==> config.mk <==
export PLATFORM = sky130hd
export DESIGN_NAME = weight_ram_ctrl
export DESIGN_NICKNAME = d
export VERILOG_FILES = /design/src/rtl/weight_ram_ctrl_pkg.sv /design/src/rtl/row_skid_fifo.sv /design/src/rtl/weight_ram_ctrl.sv
export SDC_FILE = /design/constraint.sdc
export NUM_CORES = 2
export LEC_CHECK = 0
export BUFFER_PORTS_ARGS = -buffer_cell sky130_fd_sc_hd__buf_4
export CAP_MARGIN = 40
export CELL_PAD_IN_SITES_DETAIL_PLACEMENT = 1
export CELL_PAD_IN_SITES_GLOBAL_PLACEMENT = 2
export CORE_AREA = 5 5 452 454
export DETAILED_ROUTE_END_ITERATION = 10
export DIE_AREA = 0 0 457 459
export PLACE_DENSITY = 0.75
export SYNTH_ARGS = -nofsm -noshare
export SYNTH_HDL_FRONTEND = slang
export SYNTH_SLANG_ARGS = --single-unit
==> constraint.sdc <==
create_clock -name clk -period 5.9 [get_ports clk]
set_input_delay 0.59 -clock clk [delete_from_list [all_inputs] [get_ports clk]]
set_output_delay 0.59 -clock clk [all_outputs]
set_load 0.01 [all_outputs]
==> src/rtl/weight_ram_ctrl_pkg.sv <==
// rtl/weight_ram_ctrl_pkg.sv - shared types and constants for the weight RAM controller
package weight_ram_ctrl_pkg;

    typedef enum logic [1:0] {
        IDLE  = 2'd0,
        LOAD  = 2'd1,
        READ  = 2'd2,
        DRAIN = 2'd3
    } state_e;

    // Replay FIFO depth and read pipeline length (address register + RAM latency)
    localparam int FIFO_DEPTH = 4;
    localparam int RD_LAT     = 2;

    // Ceiling log2; log2(1) is 0
    function automatic int log2(input int value);
        int r;
        r = 0;
        for (int i = 0; i < 31; i++) begin
            if ((1 << i) < value) begin
                r = i + 1;
            end
        end
        return r;
    endfunction

endpackage

==> src/rtl/row_skid_fifo.sv <==
// rtl/row_skid_fifo.sv - small synchronous FIFO buffering replayed rows
module row_skid_fifo
    import weight_ram_ctrl_pkg::*;
#(
    parameter int WIDTH = 8,
    parameter int DEPTH = 4,
    parameter int PTR_W = log2(DEPTH),
    parameter int CNT_W = log2(DEPTH + 1)
) (
    input  logic             clk,
    input  logic             rst_n,
    input  logic             push,
    input  logic [WIDTH-1:0] push_data,
    input  logic             pop,
    output logic [WIDTH-1:0] pop_data,
    output logic [CNT_W-1:0] count,
    output logic             empty
);

    logic [WIDTH-1:0] mem_q [DEPTH];
    logic [WIDTH-1:0] mem_d [DEPTH];
    logic [PTR_W-1:0] wr_ptr_q, wr_ptr_d;
    logic [PTR_W-1:0] rd_ptr_q, rd_ptr_d;
    logic [CNT_W-1:0] count_q, count_d;
    logic             pop_ok;

    assign empty    = (count_q == '0);
    assign count    = count_q;
    assign pop_data = mem_q[rd_ptr_q];
    assign pop_ok   = pop && !empty;

    // Next-state for storage, pointers (power-of-two wrap) and occupancy
    always_comb begin
        mem_d    = mem_q;
        wr_ptr_d = wr_ptr_q;
        rd_ptr_d = rd_ptr_q;
        count_d  = count_q;
        if (push) begin
            mem_d[wr_ptr_q] = push_data;
            wr_ptr_d        = wr_ptr_q + 1'b1;
        end
        if (pop_ok) begin
            rd_ptr_d = rd_ptr_q + 1'b1;
        end
        if (push && !pop_ok) begin
            count_d = count_q + 1'b1;
        end else if (!push && pop_ok) begin
            count_d = count_q - 1'b1;
        end
    end

    // State registers; reset empties the FIFO and zeroes the storage
    always_ff @(posedge clk or negedge rst_n) begin
        if (!rst_n) begin
            for (int i = 0; i < DEPTH; i++) begin
                mem_q[i] <= '0;
            end
            wr_ptr_q <= '0;
            rd_ptr_q <= '0;
            count_q  <= '0;
        end else begin
            for (int i = 0; i < DEPTH; i++) begin
                mem_q[i] <= mem_d[i];
            end
            wr_ptr_q <= wr_ptr_d;
            rd_ptr_q <= rd_ptr_d;
            count_q  <= count_d;
        end
    end

endmodule

==> src/rtl/weight_ram_ctrl.sv <==
// rtl/weight_ram_ctrl.sv - weight RAM load sequencer and row replay arbiter
module weight_ram_ctrl
    import weight_ram_ctrl_pkg::*;
#(
    parameter int NROW             = 16,
    parameter int NCOL             = 16,
    parameter int BITWIDTH         = 18,
    parameter int OUTPUT_PORT_SIZE = BITWIDTH * NROW,
    parameter int ADDR_BITWIDTH    = log2(NCOL)
) (
    input  logic                        clk,
    input  logic                        rst_n,
    input  logic                        load_start,
    input  logic                        load_valid,
    output logic                        load_ready,
    input  logic [OUTPUT_PORT_SIZE-1:0] load_data,
    output logic                        load_done,
    input  logic                        run_start,
    input  logic [7:0]                  run_passes,
    output logic                        row_valid,
    input  logic                        row_ready,
    output logic [OUTPUT_PORT_SIZE-1:0] row_data,
    output logic                        row_last,
    output logic                        run_done,
    output logic                        busy,
    output logic [ADDR_BITWIDTH-1:0]    ram_addr,
    output logic                        ram_wren,
    output logic [OUTPUT_PORT_SIZE-1:0] ram_data,
    input  logic [OUTPUT_PORT_SIZE-1:0] ram_q
);

    localparam int                     CNT_W     = log2(FIFO_DEPTH + 1);
    localparam logic [ADDR_BITWIDTH-1:0] LAST_ADDR = ADDR_BITWIDTH'(NCOL - 1);
    localparam logic [CNT_W:0]         CREDITS   = (CNT_W + 1)'(FIFO_DEPTH);

    state_e                      state_q, state_d;
    logic [ADDR_BITWIDTH-1:0]    wr_ptr_q, wr_ptr_d;
    logic [ADDR_BITWIDTH-1:0]    rd_ptr_q, rd_ptr_d;
    logic [7:0]                  pass_cnt_q, pass_cnt_d;
    logic [ADDR_BITWIDTH-1:0]    ram_addr_q, ram_addr_d;
    logic                        ram_wren_q, ram_wren_d;
    logic [OUTPUT_PORT_SIZE-1:0] ram_data_q, ram_data_d;
    logic                        load_done_q, load_done_d;
    logic [RD_LAT-1:0]           vld_sh_q, vld_sh_d;
    logic [RD_LAT-1:0]           last_sh_q, last_sh_d;

    logic                        issue;
    logic                        issue_last;
    logic                        credit_ok;
    logic [CNT_W-1:0]            inflight;
    logic [CNT_W-1:0]            fifo_count;
    logic                        fifo_empty;
    logic [OUTPUT_PORT_SIZE:0]   fifo_head;
    logic                        row_pop;
    logic                        run_done_c;

    row_skid_fifo #(
        .WIDTH (OUTPUT_PORT_SIZE + 1),
        .DEPTH (FIFO_DEPTH)
    ) u_fifo (
        .clk       (clk),
        .rst_n     (rst_n),
        .push      (vld_sh_q[RD_LAT-1]),
        .push_data ({last_sh_q[RD_LAT-1], ram_q}),
        .pop       (row_pop),
        .pop_data  (fifo_head),
        .count     (fifo_count),
        .empty     (fifo_empty)
    );

    assign row_valid  = !fifo_empty;
    assign row_data   = fifo_head[OUTPUT_PORT_SIZE-1:0];
    assign row_last   = row_valid && fifo_head[OUTPUT_PORT_SIZE];
    assign row_pop    = row_valid && row_ready;
    assign run_done   = run_done_c;
    assign load_ready = (state_q == LOAD);
    assign load_done  = load_done_q;
    assign busy       = (state_q != IDLE);
    assign ram_addr   = ram_addr_q;
    assign ram_wren   = ram_wren_q;
    assign ram_data   = ram_data_q;

    // Credit check: buffered rows plus reads in flight must leave a free FIFO slot
    always_comb begin
        inflight = '0;
        for (int i = 0; i < RD_LAT; i++) begin
            inflight = inflight + CNT_W'(vld_sh_q[i]);
        end
        credit_ok = (({1'b0, fifo_count} + {1'b0, inflight}) < CREDITS);
    end

    // Sequencer: next state, RAM port drive, pointers and read pipeline tags
    always_comb begin
        state_d     = state_q;
        wr_ptr_d    = wr_ptr_q;
        rd_ptr_d    = rd_ptr_q;
        pass_cnt_d  = pass_cnt_q;
        ram_addr_d  = ram_addr_q;
        ram_wren_d  = 1'b0;
        ram_data_d  = ram_data_q;
        load_done_d = 1'b0;
        issue       = 1'b0;
        issue_last  = 1'b0;
        run_done_c  = 1'b0;
        case (state_q)
            IDLE: begin
                if (load_start) begin
                    state_d  = LOAD;
                    wr_ptr_d = '0;
                end else if (run_start) begin
                    state_d    = READ;
                    rd_ptr_d   = '0;
                    pass_cnt_d = (run_passes == 8'd0) ? 8'd1 : run_passes;
                end
            end
            LOAD: begin
                if (load_valid) begin
                    ram_wren_d = 1'b1;
                    ram_addr_d = wr_ptr_q;
                    ram_data_d = load_data;
                    wr_ptr_d   = wr_ptr_q + 1'b1;
                    if (wr_ptr_q == LAST_ADDR) begin
                        load_done_d = 1'b1;
                        state_d     = IDLE;
                    end
                end
            end
            READ: begin
                if (credit_ok) begin
                    issue      = 1'b1;
                    ram_addr_d = rd_ptr_q;
                    rd_ptr_d   = rd_ptr_q + 1'b1;
                    if (rd_ptr_q == LAST_ADDR) begin
                        if (pass_cnt_q == 8'd1) begin
                            issue_last = 1'b1;
                            state_d    = DRAIN;
                        end else begin
                            pass_cnt_d = pass_cnt_q - 8'd1;
                        end
                    end
                end
            end
            DRAIN: begin
                if (row_pop && row_last) begin
                    run_done_c = 1'b1;
                    state_d    = IDLE;
                end
            end
            default: state_d = IDLE;
        endcase
        vld_sh_d  = {vld_sh_q[RD_LAT-2:0], issue};
        last_sh_d = {last_sh_q[RD_LAT-2:0], issue_last};
    end

    // State registers; reset aborts any load or replay in progress
    always_ff @(posedge clk or negedge rst_n) begin
        if (!rst_n) begin
            state_q     <= IDLE;
            wr_ptr_q    <= '0;
            rd_ptr_q    <= '0;
            pass_cnt_q  <= '0;
            ram_addr_q  <= '0;
            ram_wren_q  <= 1'b0;
            ram_data_q  <= '0;
            load_done_q <= 1'b0;
            vld_sh_q    <= '0;
            last_sh_q   <= '0;
        end else begin
            state_q     <= state_d;
            wr_ptr_q    <= wr_ptr_d;
            rd_ptr_q    <= rd_ptr_d;
            pass_cnt_q  <= pass_cnt_d;
            ram_addr_q  <= ram_addr_d;
            ram_wren_q  <= ram_wren_d;
            ram_data_q  <= ram_data_d;
            load_done_q <= load_done_d;
            vld_sh_q    <= vld_sh_d;
            last_sh_q   <= last_sh_d;
        end
    end

endmodule

==> flow_metrics.tcl <==
set metrics [dict create \
    status "finished, final reports clean" \
    post-place-ws_ns 2.821 \
    max_slew_margin_pct 27.68 \
    drv_slew 0 \
    fin_skew_ns 0.05247 \
    cp_cell_sequence "buf_12 > buf_12 > mux4_2 > buf_4" \
    drt_iter0_drc 2207 \
    finalSetupViolations 0 \
    cts-resized-gates 0 \
    cts_tree "done" \
    grt_max_degree 172 \
    overflow 0 \
    clk_pin_slew_ns 0.06 \
    placedInstanceArea_um2 73840 \
    power_leakage_nw 39.12 \
    grt_util_met2_pct 35.48 \
    cp_max_fo 65 \
    crit_required_ns 5.31 \
    vias 42540 \
    grt_pass1_wl_mm 328.7 \
    drive_above_1_share_pct 49.04 \
    die_w_um 457 \
    arrival_ns 3.19 \
    top_usage_layer "met2" \
    fmax_mhz 264.5 \
    fin_hold_ws_ns 0.1388 \
    routed_wl_mm 222.7 \
    cpMostUsedCell "buf_12" \
    ys.flop_type "dfrtp_1" \
    finalHoldViolCount 0 \
    ys_seq_area_share_pct 59.61 \
    ys_ff_latch 1479 \
    dieArea_um2 209800 \
    worstSkewPairLatency_ns 0.83 \
    first_global_vias 47370 \
    final.setup.tns_ns 0 \
    endpoint_kind "primary output" \
    fillCellCount 20410 \
    grt_util_met1_pct 23.76 \
    yosys_warnings 0 \
    cp-start-kind "register" \
    synthArstFlopShare_pct 100.0 \
    gp_congestion 0.8628 \
    initial_core_util_pct 31.16 \
    min_path_type "in2reg" \
    drtPass1Iterations 5 \
    nets 6533 \
    rows 164 \
    period_share_pct 64.09 \
    cap_violations 0 \
    ir_worst_vdd_mv 0.2936 \
    critical-path-max-stage-delay_ns 0.74 \
    final_area_um2 85640 \
    final_cell_mix "dfrtp_1 (1477), buf_4 (1211), mux2_2 (1157)" \
    cts_buffer_depth 3 \
    final_common_cell "dfrtp_1" \
    h-tree-depth 4 \
    io_pins 1177 \
    clockRootBuffer "clkbuf_16" \
    antenna_left 0 \
    crit_path_top_delay_cell "dfrtp_4" \
    numPortBuffers 1176 \
    criticalPathCategory "reg2out" \
    post_cts_buffers 0 \
    syn_avg_cell_area_um2 14.79 \
    setup_slack_ns 2.119 \
    vias_per_cell 4.844 \
    clock-sinks 1479 \
    synth_edf_count 0 \
    antenna_found_initial 79 \
    timing.final.crit_period_ns 3.781 \
    wire_per_inst_um 25.36 \
    die_h_um 459 \
    coreArea_um2 199200 \
    post-dp-hpwl_mm 156.1 \
    cpLargestDelayFamily "buffers and inverters" \
    synthDistinctLibCells 56 \
    worstMarginPinSlew_ns 1.085 \
    cts_hold_buf 578 \
    grtUsageMet3_pct 4.929 \
    finalPower_mw 46.60 \
    grt_usage_pct 20.74 \
    route.detailed.drc 0 \
    syn_nets 4799 \
    syn-cell-area_um2 62080 \
    timing.critical_path.buf_inv 3 \
    rsz0062_at_grt "no" \
    cts-buffers-inserted 174 \
    powerDensity_nw_per_um2 544.1 \
    area_growth_syn_to_layout_pct 37.94 \
    synth_cells 4198 \
]
[where the power goes]
part / switching (mW) / total [mW] / internal (mW)
Sequential: 2.20 / 16.6 / 14.4
Clock: 4.49 / 11.0 / 6.47
Combinational: 8.36 / 19.1 / 10.7
[per-layer routing]
layer	wire length, um	up-vias
li1	-	18430
met1	84340	22450
met2	111300	1196
met3	11820	445
met4	15110	22
met5	137	-
[stage by stage]
step           instances  util (%)
2_1_floorplan       4198         -
3_3_place_gp        7829     37.01
3_5_place_dp        7834     37.06
4_1_cts             8723     42.91
5_1_grt             8778     42.98
6_report            8782     42.98
[registers in the layout (all words and copies together), names as in the netlist, 3 cells and up]
name,flops
u_fifo.count,3
pass_cnt_q,8
ram_data,288
rd_ptr_q,4
ram_addr,4
u_fifo.mem_q,1156
wr_ptr_q,4
[worst min-delay path, cell delays in order]
cell and delay (ns):
buf_4 0.11, o21ai_0 0.09, nand2_1 0.07, nand2_1 0.05
[cell usage after synthesis, types with 2 or more instances]
cell type / n / area share [%]
a211oi_1: 3 / 0.036
a21o_1: 2 / 0.024
a21oi_1: 6 / 0.048
a221oi_1: 2 / 0.028
a221oi_2: 2 / 0.048
a31oi_1: 2 / 0.020
and2_1: 4 / 0.040
and3_1: 6 / 0.060
buf_1: 14 / 0.085
buf_2: 195 / 1.6
buf_4: 10 / 0.12
clkbuf_1: 37 / 0.22
dfrtp_1: 1479 / 60
ha_1: 10 / 0.20
inv_1: 14 / 0.085
mux2_2: 1157 / 21
mux4_2: 289 / 10
nand2_1: 887 / 5.4
nand2b_1: 3 / 0.030
nand3_1: 6 / 0.048
nor2_1: 9 / 0.054
nor2b_1: 2 / 0.020
nor3_1: 4 / 0.032
nor3b_1: 2 / 0.024
nor4_1: 3 / 0.030
o211ai_1: 2 / 0.024
o21a_1: 2 / 0.024
o21ai_0: 4 / 0.032
o221a_2: 2 / 0.036
o22a_1: 2 / 0.028
o22ai_1: 2 / 0.020
o31a_1: 2 / 0.028
o32a_1: 2 / 0.032
or3_1: 4 / 0.040
xnor2_1: 3 / 0.042
xor2_1: 5 / 0.071
[area by class of cell]
| cell class | instances | area (um^2) | area share, % |
|---|---|---|---|
| clock inverter | 64 | 845.8 | 0.9876 |
| sequential | 1479 | 37020 | 43.23 |
| tap | 2656 | 3323 | 3.880 |
| multi-input combinational | 2447 | 23800 | 27.79 |
| antenna | 59 | 147.6 | 0.1724 |
| inverter | 15 | 63.81 | 0.07451 |
| clock buffer | 247 | 5021 | 5.863 |
| timing repair buffer | 1815 | 15420 | 18.01 |
[cell families (layout without fill, tap and decap cells)]
group | after synthesis | in the layout | share of synthesized area, %
buffers and inverters | 272 | 2141 | 2.110
other | 0 | 59 | 0
flip-flops | 1479 | 1479 | 59.61
AO/OA/AOI/OAI | 45 | 45 | 0.6066
adder cells (fa/ha/maj) | 11 | 11 | 0.2338
AND/OR/NAND/NOR | 936 | 936 | 5.836
XOR/XNOR | 8 | 8 | 0.1129
multiplexers | 1447 | 1447 | 31.49
[worst paths after layout]
| kind | from | end | slack, ns | cells past startpoint |
|---|---|---|---|---|
| max reg2reg | state_q[0]$_DFFE_PN0P_ | ram_data[28]$_DFFE_PN0P_ | 2.85 | 7 |
| min reg2reg | last_sh_q[0]$_DFF_PN0_ | last_sh_q[1]$_DFF_PN0_ | 0.35 | 0 |
| min | load_valid | wr_ptr_q[1]$_DFFE_PN0P_ | 0.14 | 4 |
| max in group asynchronous | rst_n | u_fifo.mem_q[526]$_DFFE_PN0P_ | 3.74 | 3 |
| max | u_fifo.rd_ptr_q[0]$_DFFE_PN0P_ | row_data[195] | 2.12 | 4 |
| min in group asynchronous | rst_n | u_fifo.mem_q[972]$_DFFE_PN0P_ | 0.42 | 2 |
No activity file was read; power rests on OpenSTA's default activity.
